**src/rtl/unidade_controle.sv**
```systemverilog
// Multi-cycle control unit for the 8-bit core: holds PC/IR, sequences
// FETCH/DECODE/EXEC/MEMWB/HALT and drives register-bank and memory strobes.
module unidade_controle #(
    parameter int              PC_W     = 8,
    parameter logic [PC_W-1:0] RESET_PC = {PC_W{1'b0}}
) (
    input  logic            clk,
    input  logic            reset,
    input  logic [7:0]      instr,
    input  logic [7:0]      reg_rb,
    input  logic            zero,
    output logic [PC_W-1:0] pc,
    output logic [7:0]      ir,
    output logic [1:0]      ra,
    output logic [1:0]      rb,
    output logic            rw,
    output logic            wb_sel,
    output logic [2:0]      alu_op,
    output logic            mem_re,
    output logic            mem_we,
    output logic            halted
);

    localparam logic [2:0] S_FETCH  = 3'd0;
    localparam logic [2:0] S_DECODE = 3'd1;
    localparam logic [2:0] S_EXEC   = 3'd2;
    localparam logic [2:0] S_MEMWB  = 3'd3;
    localparam logic [2:0] S_HALT   = 3'd4;

    localparam logic [3:0] OP_LD   = 4'd7;
    localparam logic [3:0] OP_ST   = 4'd8;
    localparam logic [3:0] OP_BRZR = 4'd9;
    localparam logic [3:0] OP_JI   = 4'd10;
    localparam logic [3:0] OP_HALT = 4'd15;

    localparam logic [PC_W-1:0] PC_ONE = {{(PC_W-1){1'b0}}, 1'b1};

    logic [2:0]      state_r;
    logic [2:0]      state_nxt_s;
    logic [PC_W-1:0] pc_r;
    logic [PC_W-1:0] pc_nxt_s;
    logic [7:0]      ir_r;
    logic [3:0]      opcode_s;
    logic            is_alu_s;
    logic [PC_W-1:0] imm_sext_s;
    logic            rw_s;
    logic            mem_re_s;
    logic            mem_we_s;

    assign opcode_s   = ir_r[7:4];
    // Opcodes 0000..0110 are the register-to-register ALU operations
    assign is_alu_s   = (ir_r[7] == 1'b0) && (ir_r[6:4] != 3'b111);
    assign imm_sext_s = {{(PC_W-4){ir_r[3]}}, ir_r[3:0]};

    // Next-state and next-PC selection
    always_comb begin
        state_nxt_s = state_r;
        pc_nxt_s    = pc_r;
        case (state_r)
            S_FETCH: begin
                pc_nxt_s    = pc_r + PC_ONE;
                state_nxt_s = S_DECODE;
            end
            S_DECODE: begin
                state_nxt_s = S_EXEC;
            end
            S_EXEC: begin
                case (opcode_s)
                    OP_LD: begin
                        state_nxt_s = S_MEMWB;
                    end
                    OP_BRZR: begin
                        state_nxt_s = S_FETCH;
                        if (zero) begin
                            pc_nxt_s = PC_W'(reg_rb);
                        end else begin
                            pc_nxt_s = pc_r;
                        end
                    end
                    OP_JI: begin
                        state_nxt_s = S_FETCH;
                        pc_nxt_s    = pc_r + imm_sext_s;
                    end
                    OP_HALT: begin
                        state_nxt_s = S_HALT;
                    end
                    default: begin
                        state_nxt_s = S_FETCH;
                    end
                endcase
            end
            S_MEMWB: begin
                state_nxt_s = S_FETCH;
            end
            S_HALT: begin
                state_nxt_s = S_HALT;
            end
            default: begin
                state_nxt_s = S_FETCH;
            end
        endcase
    end

    // State, PC and IR registers with synchronous active-low reset
    always_ff @(posedge clk) begin
        if (!reset) begin
            state_r <= S_FETCH;
            pc_r    <= RESET_PC;
            ir_r    <= 8'h00;
        end else begin
            state_r <= state_nxt_s;
            pc_r    <= pc_nxt_s;
            if (state_r == S_FETCH) begin
                ir_r <= instr;
            end
        end
    end

    // Strobe decode; a low reset kills every write/read strobe in the same cycle
    always_comb begin
        rw_s     = 1'b0;
        mem_re_s = 1'b0;
        mem_we_s = 1'b0;
        if (reset) begin
            case (state_r)
                S_EXEC: begin
                    rw_s     = is_alu_s;
                    mem_re_s = (opcode_s == OP_LD);
                    mem_we_s = (opcode_s == OP_ST);
                end
                S_MEMWB: begin
                    rw_s = 1'b1;
                end
                default: begin
                    rw_s = 1'b0;
                end
            endcase
        end else begin
            rw_s     = 1'b0;
            mem_re_s = 1'b0;
            mem_we_s = 1'b0;
        end
    end

    assign pc     = pc_r;
    assign ir     = ir_r;
    assign ra     = ir_r[3:2];
    assign rb     = ir_r[1:0];
    assign alu_op = ir_r[6:4];
    assign rw     = rw_s;
    assign mem_re = mem_re_s;
    assign mem_we = mem_we_s;
    assign wb_sel = (state_r == S_MEMWB);
    assign halted = (state_r == S_HALT);

endmodule
```
**config.mk**
```make
export PLATFORM = sky130hd
export DESIGN_NAME = unidade_controle
export DESIGN_NICKNAME = d
export VERILOG_FILES = /design/src/rtl/unidade_controle.sv
export SDC_FILE = /design/constraint.sdc
export NUM_CORES = 1
export LEC_CHECK = 0
export ABC_AREA = 1
export CAP_MARGIN = 20
export CELL_PAD_IN_SITES_DETAIL_PLACEMENT = 1
export CELL_PAD_IN_SITES_GLOBAL_PLACEMENT = 1
export CORE_UTILIZATION = 31
export DETAILED_ROUTE_END_ITERATION = 7
export PLACE_DENSITY = 0.79
export SYNTH_ARGS = -nofsm -noshare
export SYNTH_HDL_FRONTEND = slang
export SYNTH_SLANG_ARGS = --single-unit
```
**constraint.sdc**
```tcl
create_clock -name clk -period 2.57 [get_ports clk]
set_clock_uncertainty 0.2 [all_clocks]
set_input_delay 0.3855 -clock clk [delete_from_list [all_inputs] [get_ports clk]]
set_output_delay 0.3855 -clock clk [all_outputs]
set_load 0.05 [all_outputs]
```
Word level (Yosys, flattened, before mapping)
Cells that the tools add are included. Widths: inputs -> output; s select.

$add $sub $neg: 2. $mul: 0. Divide/modulo/power cells: 0. Magnitude comparators: 0. Equality and inequality tests: 12. Shift operators: 0. Multiplexer cells: 11. Bitwise operators: 1. Reduce and logical (&&, ||, !) cells: 4.

Operators by type and width (number): $pmux 8 s2 (2); $eq 4x4->1 const B (4); $pmux 3 s4 (1); $add 8x1->8 const B (1); $add 8x8->8 (1); $mux 8 (1); $eq 3x2->1 const B (2); $ne 3x3->1 const B (2); $pmux 3 s2 (1); $mux 1 (5); $eq 4x3->1 const B (1); $eq 3x1->1 const B (1); $eq 3x3->1 const B (1); $logic_not 3->1 (1); $ne 3x1->1 const B (1); $reduce_and 3->1 (1); $pmux 1 s2 (1); $reduce_bool 2->1 (1); $logic_and 1x1->1 (1); $not 1->1 (1).

Flip-flop bits (word level): 19. Latch bits: 0. Bits in writable memories: 0. ROM bits: 0. Bits of input ports: 19. Output and inout port bits: 28. Logic and storage cells: 33. Memories: 0.

Longest topological paths before layout
Depth in word-level cells: 4. Depth in mapped cells: 13. Depth with buffers taken out: 13.

Worst setup path before layout
Ideal clock, no wire load.

Path kind: register to output. Start point: register ir_r[7], in the netlist ir[7]. End point: output port mem_we. Data arrival time: 2360 ps. Required time: 1984 ps. Path slack: -376 ps. Cell stages (with the launch flop): 3. Path buffers: 0. Cells stage by stage: dfxtp_1 nand2_1 nor4_1.

Longest elaborated chain between the ends: 3.

Ends and longest elaborated chain: start: declaration (RTL line 42) `logic [7:0] ir_r;`; start signal: assignment (RTL line 114) `ir_r <= instr;`; $eq 4x4->1 (RTL line 129) `mem_we_s = (opcode_s == OP_ST);`; $mux 1 (RTL line 125) `case (state_r)`; $mux 1 (RTL line 124) `if (reset) begin`; end: declaration (RTL line 20) `output logic mem_we,`.

No other way between the ends.

Final worst setup path
Start point: register state_r[2]. End point: output port halted.

Longest elaborated chain between the ends: 1.

Ends and longest elaborated chain: start: declaration (RTL line 38) `logic [2:0] state_r;`; start signal: assignment (RTL line 111) `state_r <= state_nxt_s;`; $eq 3x3->1 (RTL line 154) `assign halted = (state_r == S_HALT);`; end: declaration (RTL line 21) `output logic halted`.

No other way between the ends.

==> summary.md <==
| Metric | Value |
|---|---|
| Status | `complete, no violations` |
| Worst-Skew Late Latency | `270 ps` |
| Post-synthesis cell type with the largest combined area | `dfxtp_1` |
| Leading cell type in the layout, fill and taps excluded | `nand2_1` |
| P_int | `0.000634 W` |
| Post-Syn Area | `1510 um^2` |
| CP Capture Type | `output port` |
| # DRC | `0` |
| Total Nets Final | `312` |
| Worst Path Arrival | `1870 ps` |
| Hold buffers post-CTS | `0` |
| Initial Util | `32.2%` |
| Endpoints failing setup | `0` |
| H-tree level count | `1` |
| RSZ-0062 raised after global routing | `false` |
| Area Growth Syn to Fin | `35.7%` |
| Die width | `71.8 um` |
| Clock group share of total power | `about 19%` |
| Via density | `4.98` |
| Seq/Total Area, Yosys | `25.2%` |
| Yosys top cell area share | `25.2%` |
| Primary FF master, synth | `dfxtp_1` |
| Crit Path Class | `reg -> out` |
| Clk buf depth | `2` |
| Finished Cell Area | `2050 um^2` |
| Core area | `roughly 4700 um^2` |
| Maximum net fanout on the critical path | `4` |
| Asr flop ratio synth | `0%` |
| Area contributors post-synth | `dfxtp_1 25%, nand2_1 14%, nor2_1 11%` |
| GRT Overall Usage | `19.6%` |
| Synth unique cells | `30` |
| Vias | `1678` |
| Number of synthesized flops with an enable pin | `0` |
| Largest net degree at the start of global routing | `16` |
| Hold Fails Final Rpt | `0` |
| Tot Pwr | `0.00115 W` |
| Global-route wire length before repair | `7780 um` |
| Routability Congestion | `about 0.74` |
| Maximum VDD drop | `229 uV` |
| Worst slew pin tran | `522 ps` |
| Vias in the first global route | `1638` |
| Drt wl/cell | `13.8 um` |
| CTS Buf Count | `3` |
| Clock sink count | `19` |
| Share of power burned in registers | `about a third` |
| Hold WS | `336 ps` |
| Total number of yosys warnings | `0` |
| CTS Root Cell | `clkbuf_8` |
| CTS tree | `built` |
| Utilization after layout | `43.7%` |
| Final Max Tran Viols | `0` |
| GRT overflow | `0` |
| Relative max-transition margin | `65.1%` |
| FF+latch count, synth | `19` |
| Mapped Avg Cell Area | `between 6 and 7 um^2` |
| Layout cells sized above 1 | `8.83%` |
| Worst Path Required | `1980 ps` |
| Diode count | `0` |
| Fillers | `~600` |
| Most frequent cells in the layout | `55 x nand2_1, 44 x nor2_1, 43 x clkdlybuf4s50_1` |
| Dpl cell area | `2000 um^2` |
| Total die area | `5150 um^2` |
| Mapped Cells | `243` |
| Io pins | `47` |
| 1st-pass router iterations | `4` |
| Syn_nets | `about 270` |
| Post-CTS setup buffers | `0` |
| Initial antenna violation count | `0` |
| Max Clk Rate | `about 400 MHz` |
| Startpoint types | `flip-flop` |
| Min cycle time layout | `2460 ps` |
| Port buffer count | `46` |
| Final HPWL DP | `~3600 um` |
| Drt total wl | `roughly 4700 um` |
| Worst-path clk slew | `80 ps` |
| Row count | `25` |
| Die Height | `71.8 um` |
| Antenna Nets Post-Route | `0` |
| Switching part of the total power | `44.9%` |
| CTS resizes | `0` |
| Setup TNS | `0 ps` |
| Final period utilization | `95.6%` |
| Combinational power share | `46.9%` |
| Net Switching | `0.000517 W` |
| Pleak | `0.887 nW` |
| Max Cap Violations | `0` |
| Pwr dens | `562 nW/um^2` |
| Hold/Removal Path Class | `reg -> reg` |
| Initial DRC count | `45` |
[worst max-delay path, cell delays in order (launching register included)]
cell and delay [ps]:
dfxtp_1 400, inv_1 60, nor3_1 270, clkdlybuf4s50_1 870
[Yosys cell counts (all sizes together), types with 2 or more instances]
library cell,count
ha,8
a21oi,18
nor2,46
nand3b,3
buf,12
xnor2,2
o22ai,2
nand4,2
nand3,15
o21ai,15
nand2,60
inv,29
or2,2
nor3,4
dfxtp,19
[layer usage]
layer / vias to the layer above / part of all wire [%] / track usage, %
li1: 850 / - / -
met1: 783 / 46 / 23.9
met2: 40 / 49 / 34.2
met3: 5 / 3.9 / 3.52
met4: 0 / 1.5 / 7.84
met5: - / 0 / 0
[final cells by class]
cell class	instances	area (um^2)	share of cell area, %
tap	54	67.6	3.30
timing repair buffer	49	513	25.0
clock inverter	1	5.00	0.244
sequential	19	380	18.6
clock buffer	3	41.3	2.01
multi-input combinational	182	933	45.5
inverter	29	109	5.31
[power groups by stage]
stage,clock network [W],logic (W),registers (W)
final,0.000224,0.000539,0.000388
after global routing,0.000240,0.000593,0.000395
after CTS,0.000231,0.000544,0.000389
after detailed placement,0,0.000540,0.000395
after global placement,0,0.000529,0.000393
after floorplan,0,0.000293,0.000485
[per-stage QoR]
step	instances	setup slack [ps]
after floorplan	243	114
after global placement	333	410
after detailed placement	333	380
after CTS	337	112
after global routing	337	20.0
final	337	113
[cells by family after synthesis]
family,Yosys count,share of synthesized area (%)
buf+inv,42,13.8
simple gates,133,38.7
xor+xnor,3,1.74
flops,19,25.2
compound gates,37,12.7
fa+ha+maj,9,7.95
[sequential cells by signal, indices dropped and copies added (netlist names)]
signal / cells
ir: 8
pc: 8
state_r: 3
[final timing paths]
kind	start	to	cells past startpoint	slack, ps
hold reg to reg	ir[0]	ir[0]	2	340
setup / recovery	state_r[2]	halted	3	110
setup reg to reg	pc[0]	pc[4]	13	410
hold / removal	ir[0]	ir[0]	2	340
Note: power is estimated with default switching activity, not from simulation.
==> patch: new RTL, same flow settings <==
Register the outputs `ra`, `rb`, `rw`, `wb_sel`, `alu_op`, `mem_re`, `mem_we` and `halted`, cleared by the reset; this adds one clock of latency there. The other outputs are not delayed to match.
--- a/src/rtl/unidade_controle.sv
+++ b/src/rtl/unidade_controle.sv
@@ -146,10 +146,23 @@
     assign ir     = ir_r;
-    assign ra     = ir_r[3:2];
-    assign rb     = ir_r[1:0];
-    assign alu_op = ir_r[6:4];
-    assign rw     = rw_s;
-    assign mem_re = mem_re_s;
-    assign mem_we = mem_we_s;
-    assign wb_sel = (state_r == S_MEMWB);
-    assign halted = (state_r == S_HALT);
+    always_ff @(posedge clk) begin
+        if (!reset) begin
+            ra     <= '0;
+            rb     <= '0;
+            rw     <= '0;
+            wb_sel <= '0;
+            alu_op <= '0;
+            mem_re <= '0;
+            mem_we <= '0;
+            halted <= '0;
+        end else begin
+            ra     <= ir_r[3:2];
+            rb     <= ir_r[1:0];
+            rw     <= rw_s;
+            wb_sel <= (state_r == S_MEMWB);
+            alu_op <= ir_r[6:4];
+            mem_re <= mem_re_s;
+            mem_we <= mem_we_s;
+            halted <= (state_r == S_HALT);
+        end
+    end
 
Formal check against the unedited RTL: not equivalent (a bounded check fails within 4 cycles, from zero or initial values and one cycle with reset low).
==> patch against the original RTL <==
Total power increased by 37%; non-clock buffer count decreased by 1; sequential cell count increased by 12; hold slack got worse by 0.065 ns; first-iteration DRC count decreased by 16%; routed wire length increased by 5.6%; final cell count increased by 12%; global-route usage decreased by 1.5 points; final area increased by 16%; register-to-register slack improved by 0.06 ns; area after synthesis increased by 16%; utilization decreased by 0.10 points; worst setup slack improved by 0.19 ns; highest routed layer unchanged.
==> patch: results (changes against the original RTL) <==
| Metric | Value |
|---|---|
| Netlist cell types | `27 (was 30)` |
| RD Place Congestion | `0.8414 (was 0.7366)` |
| Placed cell area | `2282 sq um (was 2003 sq um)` |
| GR Util met1 | `22.94% (was 23.88%)` |
| RR Endpoint | `pc[4] (unchanged)` |
| Top FF cell, synth | `dfxtp_1 (unchanged)` |
| Largest net degree at the start of global routing | `15 (was 16)` |
| Hold Crit Start | `ir[1] (was ir[0])` |
| Vias in the first global route | `1782 (was 1638)` |
| Total GRT Usage | `18.16% (was 19.63%)` |
| Clock slew at reported path FFs | `0.06 ns (was 0.08 ns)` |
| Sequential share of the synthesized area | `35.30% (was 25.19%)` |
| Worst hold-check path type | `reg2reg (unchanged)` |
| Fin Hold WS | `0.2715 ns (was 0.3360 ns)` |
| TritonCTS buffer count | `5 (was 3)` |
| First-pass GRT wire length | `8507 microns (was 7776 microns)` |
| Place WS | `0.5172 ns (was 0.3802 ns)` |
| Leak | `1.076 nW (was 0.8867 nW)` |
| Vias per inst | `4.651 (was 4.979)` |
| Layout cells sized above 1 | `8.497% (was 8.834%)` |
| Per-cell routed wire length | `13.01 microns (was 13.82 microns)` |
| Cell count after synthesis | `257 (was 243)` |
| Clk_lat worst skew | `0.29 ns (was 0.27 ns)` |
| Fin nets | `334 (was 312)` |
| Crit path DAT | `1.68 ns (was 1.87 ns)` |
| Top post-synthesis cells by area | `dfxtp_1, nand2_1, nor2_1 (unchanged)` |
| Yosys warns | `0 (unchanged)` |
| Post-synth top cells | `nand2_1, nor2_1, inv_1 (unchanged)` |
| First DRT Iteration DRCs | `38 (was 45)` |
| Fillers | `722 (was 610)` |
| Worst Setup SP | `ir[3] (was state_r[2])` |
| # port buffers | `46 (unchanged)` |
| Critical path's top delay family | `buffers and inverters (unchanged)` |
| Drt pass-1 iters | `4 (unchanged)` |
| Postcts setup bufs | `0 (unchanged)` |
| Slowest CP cell | `clkdlybuf4s50_1 (unchanged)` |
| Peak fanout along the critical path | `8 (was 4)` |
| Critical Path Max Stage Delay | `0.88 ns` |
| CTS H-tree lvls | `2 (was 1)` |
| Reg-to-Reg Start | `pc[0] (unchanged)` |
| Dpl cells | `371 (was 333)` |
| Outcome | `finished clean (unchanged)` |
| Reg-to-reg setup timing slack | `0.47 ns (was 0.41 ns)` |
| Worst VDD drop | `371.9 uV (was 228.9 uV)` |
| Worst-case reg-to-reg path depth | `13 (unchanged)` |
| Int Power | `0.9993 mW (was 0.6342 mW)` |
| Met2 usage | `30.44% (was 34.17%)` |
| Syn nets | `285 (was 271)` |
| Slew margin rel. | `65.97% (was 65.11%)` |
| Hold path endpoint | `rb[1] (was ir[0])` |
| Met3 Use GR | `4.762% (was 3.516%)` |
| Non-filler cells, final | `378 (was 337)` |
| Final HPWL DP | `3705 microns (was 3583 microns)` |
==> patch: layout make-up <==
type                       instances  area [sq um]  share of cell area (%)
multi-input combinational        182         950.9                   39.87
sequential                        31         620.6                   26.02
timing repair buffer              48         475.5                   19.94
inverter                          38         145.1                   6.086
tap                               72         90.09                   3.778
clock buffer                       6         72.57                   3.043
clock inverter                     1         30.03                   1.259
==> patch: cell families (layout without fill, tap and decap cells) <==
kind of cell	count (synthesis)	in the layout	share of synthesized area [%]
simple gates	130	130	33.31
xor+xnor	2	2	0.9966
compound gates	41	41	12.95
fa+ha+maj	9	9	6.833
flops	31	31	35.30
buf+inv	44	93	10.61
==> patch: worst max path at each step <==
stage          endpoint  slack [ns]  depth (start not counted)
3_5_place_dp      pc[6]        0.52                         12
3_3_place_gp      ir[3]        0.60                          1
6_report          ir[3]        0.30                          1
4_1_cts           ir[3]        0.27                          1
2_1_floorplan     pc[4]        0.35                         13
5_1_grt           ir[3]        0.25                          1
==> patch: routing by layer <==
metal  up-vias  routed length (microns)
li1        914                        -
met1       794                     2202
met2        45                     2401
met3         5                      265
met4         0                       49
met5         -                        0
==> patch: power groups by stage <==
stage	clock network [mW]	registers, mW	logic, mW
floorplan	0	0.716	0.234
global placement	0	0.592	0.518
detailed placement	0	0.595	0.527
CTS	0.483	0.584	0.532
global route	0.504	0.589	0.583
finish	0.472	0.583	0.527
